## config.mk

```make
export PLATFORM = sky130hd
export DESIGN_NAME = shift_left_iterative
export DESIGN_NICKNAME = d
export VERILOG_FILES = /design/src/rtl/shift_left_iterative.sv
export SDC_FILE = /design/constraint.sdc
export NUM_CORES = 1
export LEC_CHECK = 0
export BUFFER_PORTS_ARGS = -buffer_cell sky130_fd_sc_hd__buf_4
export CORE_AREA = 2 2 96 70
export DETAILED_ROUTE_END_ITERATION = 6
export DIE_AREA = 0 0 98 72
export GPL_TIMING_DRIVEN = 0
export MAX_ROUTING_LAYER = met4
export PLACE_DENSITY = 0.8
export SLEW_MARGIN = 20
export SYNTH_ARGS = -nofsm -noshare
export SYNTH_HDL_FRONTEND = slang
export SYNTH_SLANG_ARGS = --single-unit
```

## constraint.sdc

```tcl
create_clock -name clk -period 6.37 [get_ports clk]
set_clock_uncertainty 0.2 [all_clocks]
set_input_delay 0.9555 -clock clk [delete_from_list [all_inputs] [get_ports clk]]
set_output_delay 0.9555 -clock clk [all_outputs]
set_load 0.05 [all_outputs]
```

## src/rtl/shift_left_iterative.sv

```systemverilog
// Multi-cycle left shifter/rotator: one logarithmic stage per clock (by 8, 4, 2, 1),
// each stage applied only when the matching bit of the latched count is set.
// A start/busy/done handshake lets the execute stage stall while the shift runs.
module shift_left_iterative #(
  parameter int WIDTH = 16,
  parameter int CNT_W = 4
) (
  input  logic             clk,
  input  logic             rst_n,
  input  logic             start,
  input  logic [WIDTH-1:0] In,
  input  logic [CNT_W-1:0] Cnt,
  input  logic             Rot,
  output logic [WIDTH-1:0] Out,
  output logic             busy,
  output logic             done
);

  localparam int STG_W = (CNT_W > 1) ? $clog2(CNT_W) : 1;

  typedef enum logic [1:0] {
    IDLE,
    SHIFT,
    DONE
  } state_t;

  state_t           state;
  state_t           nextState;
  logic             accept;
  logic [WIDTH-1:0] dataQ;
  logic [WIDTH-1:0] outQ;
  logic [CNT_W-1:0] cntQ;
  logic             rotQ;
  logic [STG_W-1:0] stageQ;
  logic [CNT_W:0]   stepAmt;
  logic [CNT_W:0]   backAmt;
  logic [WIDTH-1:0] shl;
  logic [WIDTH-1:0] shr;
  logic [WIDTH-1:0] stepped;
  logic             lastStage;

  // One stage of the shifter: move by 2**stage, wrapping the lost MSBs back in for rotate
  always_comb begin
    stepAmt = (CNT_W + 1)'(1) << stageQ;
    backAmt = (CNT_W + 1)'(WIDTH) - stepAmt;
    shl     = dataQ << stepAmt;
    shr     = dataQ >> backAmt;
    stepped = dataQ;
    if (cntQ[stageQ]) begin
      stepped = rotQ ? (shl | shr) : shl;
    end
  end

  assign lastStage = (stageQ == '0);

  // Next-state logic; a new request is taken in IDLE and also in DONE for back-to-back ops
  always_comb begin
    nextState = state;
    accept    = 1'b0;
    case (state)
      IDLE: begin
        if (start) begin
          accept    = 1'b1;
          nextState = SHIFT;
        end
      end
      SHIFT: begin
        if (lastStage) begin
          nextState = DONE;
        end
      end
      DONE: begin
        if (start) begin
          accept    = 1'b1;
          nextState = SHIFT;
        end else begin
          nextState = IDLE;
        end
      end
      default: nextState = IDLE;
    endcase
  end

  // State and datapath registers; the visible result only moves when the last stage completes
  always_ff @(posedge clk) begin
    if (!rst_n) begin
      state  <= IDLE;
      dataQ  <= '0;
      outQ   <= '0;
      cntQ   <= '0;
      rotQ   <= 1'b0;
      stageQ <= '0;
    end else begin
      state <= nextState;
      if (accept) begin
        dataQ  <= In;
        cntQ   <= Cnt;
        rotQ   <= Rot;
        stageQ <= STG_W'(CNT_W - 1);
      end else if (state == SHIFT) begin
        dataQ <= stepped;
        if (lastStage) begin
          outQ <= stepped;
        end else begin
          stageQ <= stageQ - 1'b1;
        end
      end
    end
  end

  assign Out  = outQ;
  assign busy = (state == SHIFT);
  assign done = (state == DONE);

endmodule

```

==> results of run 1 <==
[power by group]
part | switching, W | internal [W] | total (W)
combinational | 0.000195 | 0.000125 | 0.000320
clock | 0.0000969 | 0.0000757 | 0.000173
sequential | 0.0000295 | 0.000276 | 0.000305
total | 0.000321 | 0.000476 | 0.000797
[critical path, cell delays in order, from the launching register on]
cell,delay (ns)
dfxtp_1,0.49
inv_1,0.13
ha_1,0.19
buf_4,0.17
inv_2,0.07
buf_2,0.25
ha_1,0.19
nand2b_1,0.06
and3_1,0.24
a2111oi_1,0.57
o32ai_1,0.18
[worst max path at each step]
stage	from	endpoint	slack (ns)	cells after the start
after floorplan	stageQ[1]$_SDFFE_PN0P_	dataQ[2]$_SDFFE_PN0P_	3.98	10
after global placement	start	dataQ[11]$_SDFFE_PN0P_	3.62	7
after detailed placement	start	dataQ[3]$_SDFFE_PN0P_	3.56	7
after CTS	stageQ[1]$_SDFFE_PN0P_	dataQ[2]$_SDFFE_PN0P_	3.57	10
after global routing	stageQ[1]$_SDFFE_PN0P_	dataQ[2]$_SDFFE_PN0P_	3.35	10
final	stageQ[1]$_SDFFE_PN0P_	dataQ[2]$_SDFFE_PN0P_	3.48	10
[per-layer routing]
layer  vias to the layer above  share of wire  routed length [um]
met5                         -              0                   0
met4                         0          0.036                 376
met3                        40           0.13                1310
met2                       252           0.42                4347
met1                      1507           0.42                4346
li1                       1449              -                   -
[flip-flops by register name (all words and copies together) (netlist names)]
signal  flops
Out        16
cntQ        4
dataQ      16
rotQ        1
stageQ      2
state       2
[cell usage after synthesis, drive strengths merged (7+ instances only)]
library cell  instances
buf                  16
mux2                  8
nor3                  7
nor2                 27
o21ai                17
a21oi                28
mux2i                25
clkbuf               12
mux4                  8
nand2b                9
nand3                11
dfxtp                41
a22oi                10
nand2                36
[cell families after synthesis]
group	Yosys count	share of synthesized area
simple gates	118	0.1905
compound gates	112	0.2634
mux	41	0.1734
flops	41	0.2734
buf+inv	35	0.06294
fa+ha+maj	6	0.02501
xor+xnor	3	0.01126
[area by class of cell]
type	instances	area, um^2
inverters	7	26.28
multi-input cells	280	1992
plain buffers	28	162.7
fillers	548	2603
repair buffers	41	307.8
clock inverters	3	17.52
flip-flops and latches	41	820.8
clock buffers	5	68.82
well taps	78	97.59
[through the flow]
| step | std cells | util |
|---|---|---|
| after floorplan | 356 | - |
| after global placement | 475 | 0.5589 |
| after detailed placement | 475 | 0.5589 |
| after CTS | 483 | 0.5731 |
| after global routing | 483 | 0.5731 |
| final | 483 | 0.5731 |
==> flow_summary.yaml, run 1 <==
status:
  outcome: "finished clean"
clock_tree:
  ctsLongestPathBuffers: 2
  cts_buffers: 5
  h-tree-depth: 2
  cts_resized: 0
  clockRootBuffer: "clkbuf_8"
  cts.sinks: 41
  hold_buffers: 0
  cts.clk_slew.worst_paths_ns: 0.08
  worst_skew_pair.late_latency_ns: 0.31
  post_cts_buffers: 0
  cts_tree: "done"
logic_synthesis:
  synthArstFlopShare: 0
  synth_edf_count: 0
  ys_ff_latch: 41
  syn_avg_cell_area_um2: 8.432
  synth_area_leader_cell: "dfxtp_1"
  syn_inst: 356
  syn-num-nets: 386
  ys.flop_type: "dfxtp_1"
  synth_seq_area_share: 0.2734
  ys.warnings.count: 0
  yosys-top-cells-area: "dfxtp_1, mux2i_1, mux4_2"
  synth_cell_types: 63
  syn-cell-area_mm2: 0.003002
  synth_top_area_share: 0.2734
drt:
  drtIter0Drc: 426
  vias_per_cell: 6.725
  postRouteAntennaNets: 0
  vias: 3248
  drc_errors: 0
  finalWirelength_um: 10380
  drtPass1Iterations: 7
  wl_per_cell_um: 21.49
floorplan:
  ioPinCount: 42
  rows: 24
  die_w_um: 98
  start_util: 0.4924
  die_area_mm2: 0.007056
  die_h_um: 72
  coreArea_mm2: 0.006096
place:
  dp_hpwl_um: 7784
  pre_cts_slack_ns: 3.563
  gp_congestion: 1.037
  placed_area_mm2: 0.003407
  portBuffers: 41
grt:
  antenna_found_initial: 0
  grt_max_degree: 14
  met1_usage: 0.4157
  grt_busiest_layer: "met2"
  grt_pass1_vias: 3058
  grtUsageMet3: 0.07225
  grt_use_total: 0.3026
  grt_pass1_wl_um: 16150
  grt_overflow: 0
  grtUsageMet2: 0.4338
worst_hold_path:
  hold_class: "register to register"
  hold_path_depth: 2
  hold_start: "Out[12]$_SDFFE_PN0P_"
  holdPathEnd: "Out[12]$_SDFFE_PN0P_"
timing:
  maxSlewHeadroom: 0.5949
  fin_crit_ns: 2.886
  post-route-period-util: 0.4531
  finalHoldViolCount: 0
  worst_slack_ns: 3.484
  rsz0062_at_grt: "no"
  holdWs_ns: 0.2588
  setup_viol: 0
  drv_slew: 0
  timing.fmax_mhz: 346.5
  setup-tns-final_ns: 0
  worstMarginPinSlew_ns: 0.6077
final_layout:
  final_layout_size_suffix_gt1_frac: 0.2123
  final_cell_mix: "buf_4, dfxtp_1, nand2_1"
  nNetsFinal: 434
  antenna_cells: 0
  final_cell_area_mm2: 0.003493
  layout_commonest_cell: "buf_4"
  syn_to_final_growth_pct: 16.38
critical_path:
  r2r_slack_ns: 3.48
  worstSetupPathType: "register to register"
  required_ns: 6.33
  reg2reg_to: "dataQ[2]$_SDFFE_PN0P_"
  cp_max_fo: 10
  critical_path_arrival_ns: 2.85
  cp-start-kind: "register"
  r2r_cells: 10
  critPathCaptureType: "register"
  rr_startpoint: "stageQ[1]$_SDFFE_PN0P_"
power:
  peakVddDrop_v: 0.0001731
  power.density_mw_per_mm2: 228.3
  p_total_w: 0.0007975
  leakage_nw: 1.344
job:
  drv_cap: 0
No activity file was read; power rests on OpenSTA's default activity.
==> run 2: changes to the inputs <==
- ABC_AREA: default -> 1
- CORE_AREA: 2 2 96 70 -> 2 2 95 70
- DIE_AREA: 0 0 98 72 -> 0 0 97 72
- clock period: 6.37 -> 2.8 ns (I/O delays scaled with it)
==> run 2 against run 1 <==
Effect of this change: worst setup slack got worse by 3.2 ns; routed wire length shrank 11%; sequential share of layout area is 0.31 points higher; worst hold slack worse by 0.085 ns; largest cell class unchanged; synthesized cell count is 41% higher; register-to-register slack worse by 3.2 ns; sequential power rose by 130%.
==> flow_summary.yaml, run 2 <==
status:
  outcome: "finished clean"
floorplan:
  ioPinCount: 42
  coreArea_mm2: 0.006036
  die_w_um: 97
  die_area_mm2: 0.006984
  rows: 24
  start_util: 0.4896
  die_h_um: 72
power:
  pwr-share-comb: 0.441
  p_clk_frac: 0.207
  p_seq_frac: 0.352
  power.density_mw_per_mm2: 566.8
  internal_power_w: 0.001089
  p_sw_w: 0.0008649
  p_sw_frac: 0.4426
  peakVddDrop_v: 0.0004205
  p_total_w: 0.001954
  leakage_nw: 1.726
place:
  dp_hpwl_um: 7231
  gp_congestion: 0.9261
  portBuffers: 41
  dp_cells: 621
  pre_cts_slack_ns: 0.3894
timing:
  worstMarginPinSlew_ns: 0.4982
  fin_crit_ns: 2.472
  timing.fmax_mhz: 404.5
  drv_slew: 0
  setup_viol: 0
  rsz0062_at_grt: "no"
  post-route-period-util: 0.8829
  worst_slack_ns: 0.3278
  setup-tns-final_ns: 0
  maxSlewHeadroom: 0.6678
  finalHoldViolCount: 0
final_layout:
  final_cell_mix: "nand2_1, nand3_1, inv_1"
  final_core_util: 0.5713
  final_layout_size_suffix_gt1_frac: 0.1633
  final_cells: 629
  nNetsFinal: 580
  syn_to_final_growth_pct: 16.68
  layout_commonest_cell: "nand2_1"
  antenna_cells: 0
critical_path:
  critical_path_arrival_ns: 2.50
  cp_max_fo: 10
  worstSetupPathType: "register to register"
  required_ns: 2.83
  cp-start-kind: "register"
  critPathCaptureType: "register"
drt:
  vias_per_cell: 5.332
  drc_errors: 0
  drtIter0Drc: 398
  finalWirelength_um: 9187
  postRouteAntennaNets: 0
  wl_per_cell_um: 14.61
  drtPass1Iterations: 5
  vias: 3354
logic_synthesis:
  syn-num-nets: 532
  synthSimpleGateAreaFrac: 0.4217
  synth_seq_area_share: 0.2777
  syn-cell-area_mm2: 0.002955
  synth_top_family_by_area: "simple AND/OR/NAND/NOR gates"
  synth_area_leader_cell: "dfxtp_1"
  ys.flop_type: "dfxtp_1"
  synth_cell_types: 24
  ys_ff_latch: 41
  yosysMostFrequentCell: "nand2_1"
  synthMuxAreaShare: 0
  synthAdderAreaFrac: 0.02540
  synthArstFlopShare: 0
  yosys-top-cells-count: "nand2_1, nand3_1, inv_1"
  synth_edf_count: 0
  synth_top_area_share: 0.2777
  synth-compound-area-share: 0.1439
  ys.warnings.count: 0
  synth-xor-area-share: 0
  yosys-top-cells-area: "dfxtp_1, nand2_1, nand3_1"
  syn_avg_cell_area_um2: 5.887
  syn_inst: 502
clock_tree:
  clockRootBuffer: "clkbuf_8"
  worst_skew_pair.late_latency_ns: 0.30
  hold_buffers: 0
  h-tree-depth: 2
  ctsLongestPathBuffers: 2
  cts.sinks: 41
  post_cts_buffers: 0
  cts_tree: "done"
  cts_buffers: 5
  cts.clk_slew.worst_paths_ns: 0.09
  cts_resized: 0
worst_hold_path:
  hold_class: "input port to register"
grt:
  grt_use_total: 0.2724
  grt_overflow: 0
  grt_pass1_wl_um: 14680
  grt_pass1_vias: 2987
  grt_max_degree: 14
  antenna_found_initial: 0
job:
  drv_cap: 0
## run 2: area by class of cell
cell class / instances / area [um^2]
Multi-Input combinational cell: 380 / 1747
Clock inverter: 2 / 15.01
Timing Repair Buffer: 41 / 307.8
Tap cell: 78 / 97.59
Sequential cell: 41 / 820.8
Fill cell: 608 / 2587
Clock buffer: 6 / 72.57
Inverter: 56 / 222.7
Buffer: 25 / 165.2
## run 2: final timing paths
path	from	end	slack, ns	cells after the start
setup / recovery	stageQ[1]$_SDFFE_PN0P_	dataQ[7]$_SDFFE_PN0P_	0.33	11
hold / removal	Cnt[0]	cntQ[0]$_SDFFE_PN0P_	0.17	3
setup reg to reg	stageQ[1]$_SDFFE_PN0P_	dataQ[7]$_SDFFE_PN0P_	0.33	11
hold reg to reg	cntQ[3]$_SDFFE_PN0P_	cntQ[3]$_SDFFE_PN0P_	0.27	2
## run 2: cell families (layout without fill, tap and decap cells)
logic type	after synthesis	in the layout
flip-flops	41	41
adder cells (fa/ha/maj)	6	6
AND/OR/NAND/NOR	289	289
AO/OA/AOI/OAI	85	85
buffers and inverters	81	130
## run 2: critical path: stages (launching register included)
cell and delay [ns]:
dfxtp_1 0.42, inv_1 0.15, ha_1 0.30, inv_2 0.11, buf_2 0.21, ha_1 0.25
or2_1 0.26, nor2_1 0.12, nor2_1 0.06, nand2_1 0.11, nand3_1 0.08, a21oi_1 0.13
## run 2: metrics by stage
stage / hold slack, ns / cell area (um^2)
6_report: 0.1739 / 3448
5_1_grt: 0.2087 / 3448
3_5_place_dp: 0.2683 / 3361
4_1_cts: 0.1715 / 3448
3_3_place_gp: 0.2565 / 3361
2_1_floorplan: 0.2286 / 2955
## run 2: metal layers
layer | share of wire | track usage
met3 | 0.090 | 0.03468
met1 | 0.49 | 0.4035
met4 | 0.0081 | 0.05321
met2 | 0.42 | 0.4012
met5 | 0 | -
## run 2: power by group through the flow
stage	registers, W	clock network, W	logic [W]
finish	0.000687	0.000405	0.000862
global route	0.000695	0.000426	0.000949
CTS	0.000686	0.000399	0.000847
detailed placement	0.000698	0	0.000844
global placement	0.000698	0	0.000832
floorplan	0.000750	0	0.000546
